<file path="src/rtl/display_pkg.sv">
// rtl/display_pkg.sv - shared types and constants for the 7-segment scan driver
package display_pkg;

   typedef enum logic {
      ST_BLANK = 1'b0,
      ST_SHOW  = 1'b1
   } scan_state_e;

   localparam int DEFAULT_BLANK_CYCLES = 16;

   // Active-high {g,f,e,d,c,b,a}; entry 15 (F) is listed first
   localparam logic [15:0][6:0] SEG7_HEX = {
      7'h71, 7'h79, 7'h5E, 7'h39, 7'h7C, 7'h77, 7'h6F, 7'h7F,
      7'h07, 7'h7D, 7'h6D, 7'h66, 7'h4F, 7'h5B, 7'h06, 7'h3F
   };

endpackage

</file>
<file path="src/rtl/seg7_hex_decoder.sv">
// rtl/seg7_hex_decoder.sv - hex nibble to active-high segment pattern
// Blank forces every segment off regardless of the value.
module seg7_hex_decoder
   import display_pkg::*;
(
   input  logic [3:0] value_i,
   input  logic       blank_i,
   output logic [6:0] seg_o
);

   assign seg_o = blank_i ? 7'h00 : SEG7_HEX[value_i];

endmodule

</file>
<file path="src/rtl/display_scan_driver.sv">
// rtl/display_scan_driver.sv - time-multiplexed 7-segment scan driver
// Advances one digit per scan_in edge with a blanking gap; shadow digits reload at frame boundaries.
module display_scan_driver
   import display_pkg::*;
#(
   parameter int NUM_DIGITS   = 4,
   parameter int BLANK_CYCLES = DEFAULT_BLANK_CYCLES,
   parameter bit ACTIVE_LOW   = 1'b1
) (
   input  logic                    clk,
   input  logic                    reset,
   input  logic                    scan_in,
   input  logic [4*NUM_DIGITS-1:0] digits,
   input  logic [NUM_DIGITS-1:0]   dp,
   input  logic                    blank_lz,
   input  logic                    load,
   output logic                    load_ack,
   output logic                    frame_done,
   output logic [NUM_DIGITS-1:0]   anode,
   output logic [6:0]              seg,
   output logic                    seg_dp
);

   localparam int CNT_W = (BLANK_CYCLES > 1) ? $clog2(BLANK_CYCLES) : 1;
   localparam int PTR_W = $clog2(NUM_DIGITS);
   localparam logic [CNT_W-1:0] CNT_MAX = CNT_W'(BLANK_CYCLES - 1);
   localparam logic [PTR_W-1:0] PTR_MAX = PTR_W'(NUM_DIGITS - 1);
   localparam logic [NUM_DIGITS-1:0] ANODE_OFF = {NUM_DIGITS{ACTIVE_LOW}};
   localparam logic [6:0] SEG_OFF = {7{ACTIVE_LOW}};

   logic s0_q, s1_q, s2_q;
   logic step;

   scan_state_e state_q, state_d;
   logic [CNT_W-1:0] cnt_q, cnt_d;
   logic [PTR_W-1:0] ptr_q, ptr_d;
   logic [NUM_DIGITS-1:0][3:0] shadow_dig_q, shadow_dig_d;
   logic [NUM_DIGITS-1:0] shadow_dp_q, shadow_dp_d;
   logic load_pending_q, load_pending_d;
   logic boundary, serve;

   logic [NUM_DIGITS-1:0] anode_q, anode_d;
   logic [6:0] seg_q, seg_d;
   logic seg_dp_q, seg_dp_d;
   logic load_ack_q, frame_done_q;

   logic [NUM_DIGITS-1:0] zero_from;
   logic zero_acc;
   logic lz_blank;
   logic [6:0] dec_seg;
   logic [NUM_DIGITS-1:0] anode_ah;

   assign step = s1_q ^ s2_q;

   always_comb begin
      state_d        = state_q;
      cnt_d          = cnt_q;
      ptr_d          = ptr_q;
      shadow_dig_d   = shadow_dig_q;
      shadow_dp_d    = shadow_dp_q;
      load_pending_d = load_pending_q;
      boundary       = 1'b0;
      case (state_q)
         ST_BLANK: begin
            if (cnt_q == CNT_MAX) begin
               state_d = ST_SHOW;
               cnt_d   = '0;
            end else begin
               cnt_d = cnt_q + CNT_W'(1);
            end
         end
         ST_SHOW: begin
            if (step) begin
               state_d  = ST_BLANK;
               boundary = (ptr_q == PTR_MAX);
               ptr_d    = boundary ? '0 : ptr_q + PTR_W'(1);
            end
         end
         default: state_d = ST_BLANK;
      endcase

      // Digits are sampled in the boundary cycle itself, not when load was raised
      serve = boundary && (load_pending_q || load);
      if (serve) begin
         shadow_dig_d = digits;
         shadow_dp_d  = dp;
      end
      if (boundary) begin
         load_pending_d = 1'b0;
      end else if (load) begin
         load_pending_d = 1'b1;
      end
   end

   // zero_from[i] is set when shadow digits i..NUM_DIGITS-1 are all zero
   always_comb begin
      zero_from = '0;
      zero_acc  = 1'b1;
      for (int i = NUM_DIGITS - 1; i >= 0; i--) begin
         zero_acc     = zero_acc & (shadow_dig_d[i] == 4'd0);
         zero_from[i] = zero_acc;
      end
   end

   assign lz_blank = blank_lz && (ptr_d != '0) && zero_from[ptr_d];

   seg7_hex_decoder u_dec (
      .value_i (shadow_dig_d[ptr_d]),
      .blank_i (lz_blank),
      .seg_o   (dec_seg)
   );

   always_comb begin
      anode_ah = '0;
      anode_d  = ANODE_OFF;
      seg_d    = SEG_OFF;
      seg_dp_d = ACTIVE_LOW;
      if (state_d == ST_SHOW) begin
         anode_ah[ptr_d] = 1'b1;
         anode_d  = ANODE_OFF ^ anode_ah;
         seg_d    = SEG_OFF ^ dec_seg;
         seg_dp_d = ACTIVE_LOW ^ shadow_dp_d[ptr_d];
      end
   end

   always_ff @(posedge clk or posedge reset) begin
      if (reset) begin
         s0_q           <= 1'b0;
         s1_q           <= 1'b0;
         s2_q           <= 1'b0;
         state_q        <= ST_BLANK;
         cnt_q          <= '0;
         ptr_q          <= '0;
         shadow_dig_q   <= '0;
         shadow_dp_q    <= '0;
         load_pending_q <= 1'b0;
         anode_q        <= ANODE_OFF;
         seg_q          <= SEG_OFF;
         seg_dp_q       <= ACTIVE_LOW;
         load_ack_q     <= 1'b0;
         frame_done_q   <= 1'b0;
      end else begin
         s0_q           <= scan_in;
         s1_q           <= s0_q;
         s2_q           <= s1_q;
         state_q        <= state_d;
         cnt_q          <= cnt_d;
         ptr_q          <= ptr_d;
         shadow_dig_q   <= shadow_dig_d;
         shadow_dp_q    <= shadow_dp_d;
         load_pending_q <= load_pending_d;
         anode_q        <= anode_d;
         seg_q          <= seg_d;
         seg_dp_q       <= seg_dp_d;
         load_ack_q     <= serve;
         frame_done_q   <= boundary;
      end
   end

   assign anode      = anode_q;
   assign seg        = seg_q;
   assign seg_dp     = seg_dp_q;
   assign load_ack   = load_ack_q;
   assign frame_done = frame_done_q;

endmodule
</file>
<file path="config.mk">
export PLATFORM = sky130hd
export DESIGN_NAME = display_scan_driver
export DESIGN_NICKNAME = d
export VERILOG_FILES = /design/src/rtl/display_pkg.sv /design/src/rtl/seg7_hex_decoder.sv /design/src/rtl/display_scan_driver.sv
export SDC_FILE = /design/constraint.sdc
export NUM_CORES = 1
export LEC_CHECK = 0
export CAP_MARGIN = 5
export CORE_UTILIZATION = 53
export DETAILED_ROUTE_END_ITERATION = 7
export PLACE_DENSITY = 0.84
export SLEW_MARGIN = 30
export SYNTH_ARGS = -nofsm -noshare
export SYNTH_HDL_FRONTEND = slang
export SYNTH_SLANG_ARGS = --single-unit
</file>
<file path="constraint.sdc">
create_clock -name clk -period 3.2 [get_ports clk]
set_input_delay 0.8 -clock clk [delete_from_list [all_inputs] [get_ports clk]]
set_output_delay 0.8 -clock clk [all_outputs]
set_load 0.01 [all_outputs]
</file>
==> results_dict.tcl <==
set metrics [dict create \
    status "completed" \
    io_buffers 38 \
    max_cap_violations 0 \
    cp.arrival_ns 3.24 \
    grt_pass1_vias 1716 \
    dpl.cell_count 308 \
    fin_skew_ns 0.00755 \
    cts_tree "built" \
    yosysWarnings 0 \
    cp_slowest_cell "or4b_1" \
    wl_mm 4.82 \
    syn-mean-instance-area_sq_um 11.0 \
    clock_latency_ns 0.31 \
    nets 298 \
    p_sw_uw 974 \
    fin_area_sq_mm 0.00293 \
    cp-end-kind "register" \
    dieHeight_um 68.0 \
    synth-async-reset-ratio_pct 100 \
    synth_edf_count 0 \
    synth.distinct_cells 50 \
    io_pins 39 \
    drt-initial-drc-count 115 \
    area_growth_pct 27.0 \
    leakage_uw 0.00136 \
    cts-buffers-inserted 5 \
    setup_slack_ns 0.194 \
    rsz0062_at_grt "false" \
    hpwl_mm 3.61 \
    ys_ff_latch 45 \
    gp_congestion 0.855 \
    hold_depth 0 \
    coreArea_sq_mm 0.00409 \
    drive_above_1_share_pct 20.3 \
    synth_ff_type "dfrtp_1" \
    p_per_area_mw_per_mm2 865 \
    setup_violations 0 \
    cp_max_fo 9 \
    htreeDepth 2 \
    finalHoldViolations 0 \
    cp.depth 9 \
    grt_overflow 0 \
    max_slew_margin_pct 60.9 \
    crit_type "in2reg" \
    antenna_cells 0 \
    clk_pin_slew_worst_paths_ns 0.08 \
    ir_worst_vdd_mv 0.428 \
    synth.top_cell.area_share_pct 35.8 \
    post_drt_wl_per_cell_um 15.3 \
    postCtsSetupRepairBufs 0 \
    period_minus_slack_ns 3.01 \
    initial_core_util_pct 56.5 \
    hold_path_class "reg2reg" \
    synth_area_leader_cell "dfrtp_1" \
    synthCells 209 \
    seq_power_share_pct 34.5 \
    tns_ns 0 \
    cts_hold_buf 0 \
    cts_buffer_depth 2 \
    synth-seq-area-share_pct 49.4 \
    start_kind "primary input" \
    slew_violations 0 \
    rows 23 \
    cpMostUsedCell "mux2i_1" \
    path_buf_inv 1 \
    power.internal_uw 1560 \
    cts_resized 0 \
    final_util_pct 71.8 \
    antenna_found_initial 0 \
    fp.dieW_um 68.0 \
    pwr-share-clk_pct 13.6 \
    syn_nets 242 \
    swShare_pct 38.4 \
    tightest_slew_ns 0.583 \
    final_cells 316 \
    combPwrFrac_pct 51.9 \
    slowest_delay_ns 0.53 \
    post-place-ws_ns -0.120 \
    syn-cell-area_sq_mm 0.00231 \
    num_vias 1785 \
    reg2reg_depth 9 \
    cts_root_buf "clkbuf_8" \
    final_antenna_net_count 0 \
    avgViaCountPerCell 5.65 \
    cts_sinks 45 \
    ys_top_cells_by_area "dfrtp_1 (36%), dfstp_2 (14%), nand2_1 (5.9%)" \
    cp_cell_sequence "clkdlybuf4s50_1, o211a_2, nand2_4, mux2_1, mux2i_1, mux2i_1, ha_1, or4b_1, o211a_1" \
    placed_cell_area_sq_mm 0.00285 \
    drc_errors 0 \
    path_delay_family "multiplexers" \
    grt_pass1_wl_mm 8.10 \
    grt_start_max_net_pins 46 \
    clock.fmax_mhz 333 \
    track_usage_pct 24.3 \
    crit_required_ns 3.44 \
    first_pass_iters 4 \
    post-route-period-util_pct 93.9 \
    die_area_sq_mm 0.00462 \
]
worst reg2reg max path, delay by kind of cell (launching register included):
kind / cells / cell delay (ns)
DFF: 1 / 0.49
muxes: 3 / 0.69
and+or+nand+nor: 2 / 0.64
adders and majority gates: 2 / 0.52
AOI/OAI and AO/OA: 2 / 0.37
final cells by class:
type | count | area, sq um
Tap cell | 50 | 62.6
Timing Repair Buffer | 56 | 528
Clock inverter | 2 | 10.0
Clock buffer | 6 | 72.6
Inverter | 9 | 33.8
Sequential cell | 45 | 1140
Fill cell | 317 | 1150
Multi-Input combinational cell | 148 | 1080
synth_stat cells, types with 3 or more instances:
master    count
nand2_1      36
dfrtp_1      33
mux2i_1      13
dfstp_2      12
nor2_1        9
ha_1          8
inv_1         8
mux2_2        8
o211ai_1      7
o21ai_0       6
nor4_1        5
a21oi_1       4
mux2_1        4
o21ai_1       4
a21o_1        3
buf_2         3
nand2b_1      3
nand3_1       3
xnor2_1       3
per-layer routing:
layer  vias up  track usage, %  part of all wire (%)
li1        862               -                     -
met1       853            32.7                    47
met2        59            37.6                    46
met3        11            6.50                   5.9
met4         0            8.59                   1.8
met5         -               0                     0
cell usage in the layout (no fill, tap or decap), types with 4 or more instances in the layout:
master / count
ha_1: 8
o21ai_1: 4
mux2_2: 8
buf_4: 17
nor4_1: 5
clkdlybuf4s50_1: 38
nor2_1: 9
o211ai_1: 7
dfstp_2: 12
clkbuf_8: 5
a21oi_1: 4
nand2_1: 36
dfrtp_1: 33
mux2i_1: 13
o21ai_0: 6
inv_1: 8
mux2_1: 4
state kept, by name, summed over array words and instances (netlist names):
name,flops
seg_dp,1
s1_q,1
ptr_q,2
anode,4
cnt_q,4
load_ack,1
shadow_dp_q,4
seg,7
state_q,1
s0_q,1
frame_done,1
shadow_dig_q,16
s2_q,1
load_pending_q,1
power groups by stage:
stage	logic, uW	registers, uW	clock network (uW)
global route	1460	904	379
global placement	1260	880	0
CTS	1310	876	349
finish	1320	876	344
floorplan	908	871	0
detailed placement	1310	886	0
path summary, 6_finish.rpt:
kind,to,slack (ns),startpoint
worst min-delay path,s1_q$_DFF_PP0_,0.36,s0_q$_DFF_PP0_
worst max-delay path,seg[0]$_DFF_PP1_,0.19,load
worst max register to register,seg[0]$_DFF_PP1_,0.45,ptr_q[0]$_DFF_PP0_
max in group asynchronous,seg[1]$_DFF_PP1_,1.87,reset
min in group asynchronous,load_ack$_DFF_PP0_,0.94,reset
worst min register to register,s1_q$_DFF_PP0_,0.36,s0_q$_DFF_PP0_
stage by stage:
step / total power, uW / hold slack, ns
2_1_floorplan: 1780 / 0.331
3_3_place_gp: 2140 / 0.334
3_5_place_dp: 2190 / 0.347
4_1_cts: 2530 / 0.366
5_1_grt: 2740 / 0.374
6_report: 2540 / 0.364
cells by family after synthesis:
kind of cell             count (synthesis)  share of synthesized area (%)
AND/OR/NAND/NOR                         69                           14.6
flip-flops                              45                           49.4
AO/OA/AOI/OAI                           40                           13.4
multiplexers                            27                           13.1
buffers and inverters                   16                           3.58
adder cells (fa/ha/maj)                  8                           4.34
XOR/XNOR                                 4                           1.52
(Power assumes the default switching activity.)
